$ cat config.mk
export PLATFORM = sky130hd
export DESIGN_NAME = axi_integrate_dump
export DESIGN_NICKNAME = d
export VERILOG_FILES = /design/src/rtl/axi_integrate_dump.sv
export SDC_FILE = /design/constraint.sdc
export NUM_CORES = 1
export LEC_CHECK = 0
export BUFFER_PORTS_ARGS = -buffer_cell sky130_fd_sc_hd__buf_2
export CORE_UTILIZATION = 31
export CTS_CLUSTER_DIAMETER = 120
export DETAILED_ROUTE_END_ITERATION = 12
export GPL_TIMING_DRIVEN = 0
export SLEW_MARGIN = 20
export SYNTH_ARGS = -nofsm -noshare
export SYNTH_HDL_FRONTEND = slang
export SYNTH_SLANG_ARGS = --single-unit
export TNS_END_PERCENT = 5
$ cat constraint.sdc
create_clock -name clk -period 9.3 [get_ports clk]
set_clock_uncertainty 0.05 [all_clocks]
set_input_delay 0.93 -clock clk [delete_from_list [all_inputs] [get_ports clk]]
set_output_delay 0.93 -clock clk [all_outputs]
set_load 0.01 [all_outputs]
$ cat src/rtl/axi_integrate_dump.sv
// Integrate-and-dump decimator for a tready-less AXI-Stream sample path.
// Sums 2^LOG2_N valid signed samples and emits one rounded mean per window.
// An I_sync beat restarts the window and becomes beat 0 of the new window.
module axi_integrate_dump #(
    parameter int unsigned WIDTH  = 16,
    parameter int unsigned LOG2_N = 3
) (
    input  logic             clk,
    input  logic             rst_n,
    input  logic [WIDTH-1:0] I_tdata,
    input  logic             I_tvalid,
    input  logic             I_sync,
    output logic [WIDTH-1:0] O_tdata,
    output logic             O_tvalid
);

    localparam int unsigned N     = 1 << LOG2_N;
    localparam int unsigned ACC_W = WIDTH + LOG2_N;

    localparam logic [LOG2_N-1:0]       CNT_LAST = LOG2_N'(N - 1);
    localparam logic signed [ACC_W-1:0] HALF     = ACC_W'(N / 2);

    logic signed [ACC_W-1:0] acc;
    logic [LOG2_N-1:0]       cnt;

    logic signed [ACC_W-1:0] din_c;
    logic signed [ACC_W-1:0] sum_c;
    logic signed [ACC_W-1:0] rnd_c;
    logic signed [ACC_W-1:0] mean_c;
    logic                    last_c;

    // Window sum, round-half-up bias and arithmetic divide by N
    always_comb begin
        din_c  = {{LOG2_N{I_tdata[WIDTH-1]}}, I_tdata};
        sum_c  = acc + din_c;
        rnd_c  = sum_c + HALF;
        mean_c = rnd_c >>> LOG2_N;
        // A sync beat always wins over the would-be closing beat
        last_c = I_tvalid && !I_sync && (cnt == CNT_LAST);
    end

    // Accumulator and beat counter; both hold while I_tvalid is low
    always_ff @(posedge clk) begin
        if (!rst_n) begin
            acc <= '0;
            cnt <= '0;
        end else if (I_tvalid) begin
            if (I_sync || (cnt == '0)) begin
                acc <= din_c;
                cnt <= LOG2_N'(1);
            end else if (cnt == CNT_LAST) begin
                cnt <= '0;
            end else begin
                acc <= sum_c;
                cnt <= cnt + LOG2_N'(1);
            end
        end
    end

    // One-cycle output pulse per completed window; data holds between pulses
    always_ff @(posedge clk) begin
        if (!rst_n) begin
            O_tdata  <= '0;
            O_tvalid <= 1'b0;
        end else begin
            O_tvalid <= last_c;
            if (last_c) begin
                O_tdata <= WIDTH'(mean_c);
            end
        end
    end

endmodule

# After elaboration in Yosys (flattened, before gate mapping)
# Index checks and enable logic that the tools add are counted.
[totals]
reg_bits = 39
latch_bits = 0
mem_bits_rw = 0
romBits = 0
input_bits = 20
output_inout_bits = 17
elab_cells = 19
n_memories = 0
[classes]
n_addsub = 3
n_mul = 0
n_div = 0
magnitude_cmp = 0
n_eq_ne = 2
shifts = 0
mux = 4
bitwise = 0
n_reduce_logical = 6
[op_table]
columns = ["op", "count"]
rows = [
  ["19-bit 2-to-1 mux", 2],
  ["19-bit by 16-bit adder with 19-bit output", 1],
  ["19-bit by 4-bit adder with 19-bit output, second input constant", 1],
  ["3-bit 2-to-1 mux", 2],
  ["3-bit by 1-bit adder with 3-bit output, second input constant", 1],
  ["3-bit == test, second input constant", 1],
  ["3-bit logical NOT", 1],
  ["1-bit logical AND", 2],
  ["2-bit inequality test, second input constant", 1],
  ["2-bit AND reduction", 1],
  ["1-bit logical NOT", 1],
  ["1-bit logical OR", 1],
]

# Depth between registers and ports, before layout
[logic_depth]
depth_word = 4
depth_mapped = 11
mapped_depth_nobuf = 11

# Worst setup path after synthesis
# Ideal clock, no wire load.
[synth_timing]
kind = "input -> register"
start = "input I_tdata[0]"
end = "register O_tdata[12]"
setup_ns = 0.091
arrival_ns = 3.456
required_ns = 9.159
slack_ns = 5.703
cell_stages = 11
n_path_buf = 0
path_cell_list = "ha_1 > inv_1 > fa_1 > and2b_4 > o2111ai_1 > a21boi_2 > o41ai_1 > xnor2_1 > nand4_2 > or3_1 > a311oi_1"
[synth_via]
elab_chain_cells = 2
[synth_lines]
columns = ["element", "line_no", "source"]
rows = [
  ["start, declared", "10", "input logic [WIDTH-1:0] I_tdata,"],
  ["19-bit by 16-bit adder with 19-bit output", "35", "sum_c = acc + din_c;"],
  ["19-bit by 4-bit adder with 19-bit output", "36", "rnd_c = sum_c + HALF;"],
  ["end signal, assigned", "68", "O_tdata <= WIDTH'(mean_c);"],
  ["end, declared", "13", "output logic [WIDTH-1:0] O_tdata,"],
]
# No other way between the ends.
# A chain may end at the register's enable or synchronous reset.

# Final worst setup path
# Same ends and word-level chain as after synthesis.

==> impl_metrics.ini <==
[power]
ir_drop_mv = 0.0532
swShare_pct = 34.6
power_leakage_uw = 0.00145
power.internal_uw = 352
p_clk_share_pct = 31.9
switchingPower_uw = 187
combPwrFrac_pct = 35.1
pwr-share-seq_pct = 33.0
powerDensity_mw_per_mm2 = 150

[finish]
fill_cells = 1022
layout_commonest_cell = nand2_1
multiInputGateArea_mm2 = 0.00220
seqCellArea_um2 = 781
nets = 477
fin_util_pct = 36.8
final_cell_mix = nand2_1, nor2_1, buf_2
antenna_cells = 0
drive_above_1_share_pct = 16.3
area_growth_pct = 15.4

[critical_path]
crit_path_end_kind = flip-flop
critical_path.max_fanout = 6
crit_type = input pin to flip-flop
crit_required_ns = 9.46
startpoint_type = input pin
cp.arrival_ns = 4.09

[placed_design]
dpl.hpwl_mm = 6.85
place_congestion = 0.881
io_buffers = 36

[clock_tree]
post_cts_resized = 0
cts_buffers = 5
cts_buffer_depth = 2
cts_tree = built
cts_sinks = 39
root_buffer = clkbuf_8
post_cts_buffers = 0
clk_pin_slew_ns = 0.08
cts-htree-levels = 2
insertion_delay_ns = 0.30
cts_hold_buf = 0

[sta]
timing.fmax_mhz = 254
grt_setup_unrepaired = no
drv_slew = 0
finalCritPeriodShare_pct = 42.3
setup_viol = 0
worst_pin_slew_ns = 0.821
setup_tns_ns = 0
min_period_ns = 3.93
slew_headroom_pct = 45.1
whs_ns = 0.441
hold_viol = 0

[die]
initial_core_util_pct = 31.9
die_x_um = 102
rows = 36
die_h_um = 102
dieArea_mm2 = 0.0105
pin_count = 37
core_region_area_mm2 = 0.00977

[job]
maxCapViolations = 0

[grt]
overflow = 0
grt_pass1_vias = 2899
antenna_found_initial = 0
grt_pass1_wl_mm = 13.8
groute.usage.overall_pct = 17.1
grt_max_degree = 13

[logic_synthesis]
synth.distinct_cells = 62
synth_flop_cell = dfxtp_1
synth_cells = 391
yosys-top-cells-area = dfxtp_1, ha_1, nand2_1
synth_top_cell_by_area = dfxtp_1
syn_area_mm2 = 0.00311
synth_top_area_share_pct = 25.1
yosysWarnings = 0
syn-num-nets = 434
synth_edf_count = 0
synth-async-reset-ratio_pct = 0
synth_area_per_cell_um2 = 7.96
synth-seq-cells = 39
seq_area_frac_synth_pct = 25.1

[drt]
firstDrtPassIters = 4
vias_per_cell = 5.36
drt-total-wl_mm = 8.57
ant_nets = 0
wl_per_cell_um = 15.1
drt_iter0_drc = 145
drc = 0
route.vias.total = 3047

[outcome]
status = finished clean

[hold_path]
hold_class = flip-flop to flip-flop
[final cells by class]
class                   count  area share (%)
flip-flops and latches     39            21.7
multi-input cells         317            61.1
well taps                 133            4.63
repair buffers             36            5.01
plain buffers              21            2.37
clock inverters             2            1.67
inverters                  14            1.46
clock buffers               6            2.02
[power by group through the flow]
| stage | Combinational, uW | Sequential [uW] | Clock, uW |
|---|---|---|---|
| 6_report | 189 | 178 | 172 |
| 5_1_grt | 210 | 179 | 183 |
| 4_1_cts | 189 | 178 | 176 |
| 3_5_place_dp | 188 | 182 | 0 |
| 3_3_place_gp | 183 | 181 | 0 |
| 2_1_floorplan | 144 | 181 | 0 |
[cells by family (layout without fill, tap and decap cells)]
| group | after synthesis | in the layout | share of synthesized area (%) |
|---|---|---|---|
| simple gates | 143 | 143 | 23.5 |
| mux | 8 | 8 | 2.61 |
| xor+xnor | 22 | 22 | 6.43 |
| compound gates | 121 | 121 | 28.5 |
| flops | 39 | 39 | 25.1 |
| fa+ha+maj | 23 | 23 | 9.48 |
| buf+inv | 35 | 79 | 4.42 |
[synth_stat cells, types with 6 or more instances]
cell and count:
a311oi_1 14, mux2i_1 7, clkbuf_1 16, xnor2_1 14, a21o_1 7, a211oi_1 10
nand2_1 44, nand4_1 6, a21oi_1 28, inv_1 14, o211ai_1 8, ha_1 22
nand3_1 11, dfxtp_1 39, o21ai_0 18, nor2_1 43, xor2_1 7
[routing by layer]
metal | share of wire [%] | vias to the layer above | GRT usage [%]
li1 | - | 1536 | -
met1 | 45 | 1426 | 20.3
met2 | 48 | 66 | 30.4
met3 | 4.2 | 19 | 2.80
met4 | 2.9 | 0 | 7.03
met5 | 0 | - | 0
[stage by stage]
step           setup slack (ns)  power [uW]  std cells  instance area [um^2]
6_report                   5.37         539        568                  3590
5_1_grt                    5.24         571        568                  3590
4_1_cts                    5.37         543        568                  3590
3_5_place_dp               5.07         369        560                  3460
3_3_place_gp               5.07         365        560                  3460
2_1_floorplan              5.70         325        391                  3110
[sequential cells by signal, summed over array words and instances, names as in the netlist]
name and flops:
O_tdata 16, O_tvalid 1, cnt 3, acc 19
[worst max-delay path, stage by stage]
cell	delay (ns)
buf_2	0.09
ha_1	0.24
inv_1	0.08
fa_1	0.44
and2b_4	0.29
o2111ai_1	0.23
a21boi_2	0.28
o41ai_1	0.10
xnor2_1	0.57
nand4_2	0.24
or3_1	0.36
a311oi_1	0.24
[path summary, 6_finish.rpt]
| path | cells after the start | slack, ns | end | start |
|---|---|---|---|---|
| hold reg to reg | 2 | 0.44 | O_tdata[15] | O_tdata[15] |
| hold / removal | 2 | 0.44 | O_tdata[15] | O_tdata[15] |
| setup / recovery | 12 | 5.37 | O_tdata[12] | I_tdata[0] |
| setup reg to reg | 11 | 5.75 | O_tdata[12] | acc[0] |
(Power assumes the default switching activity.)
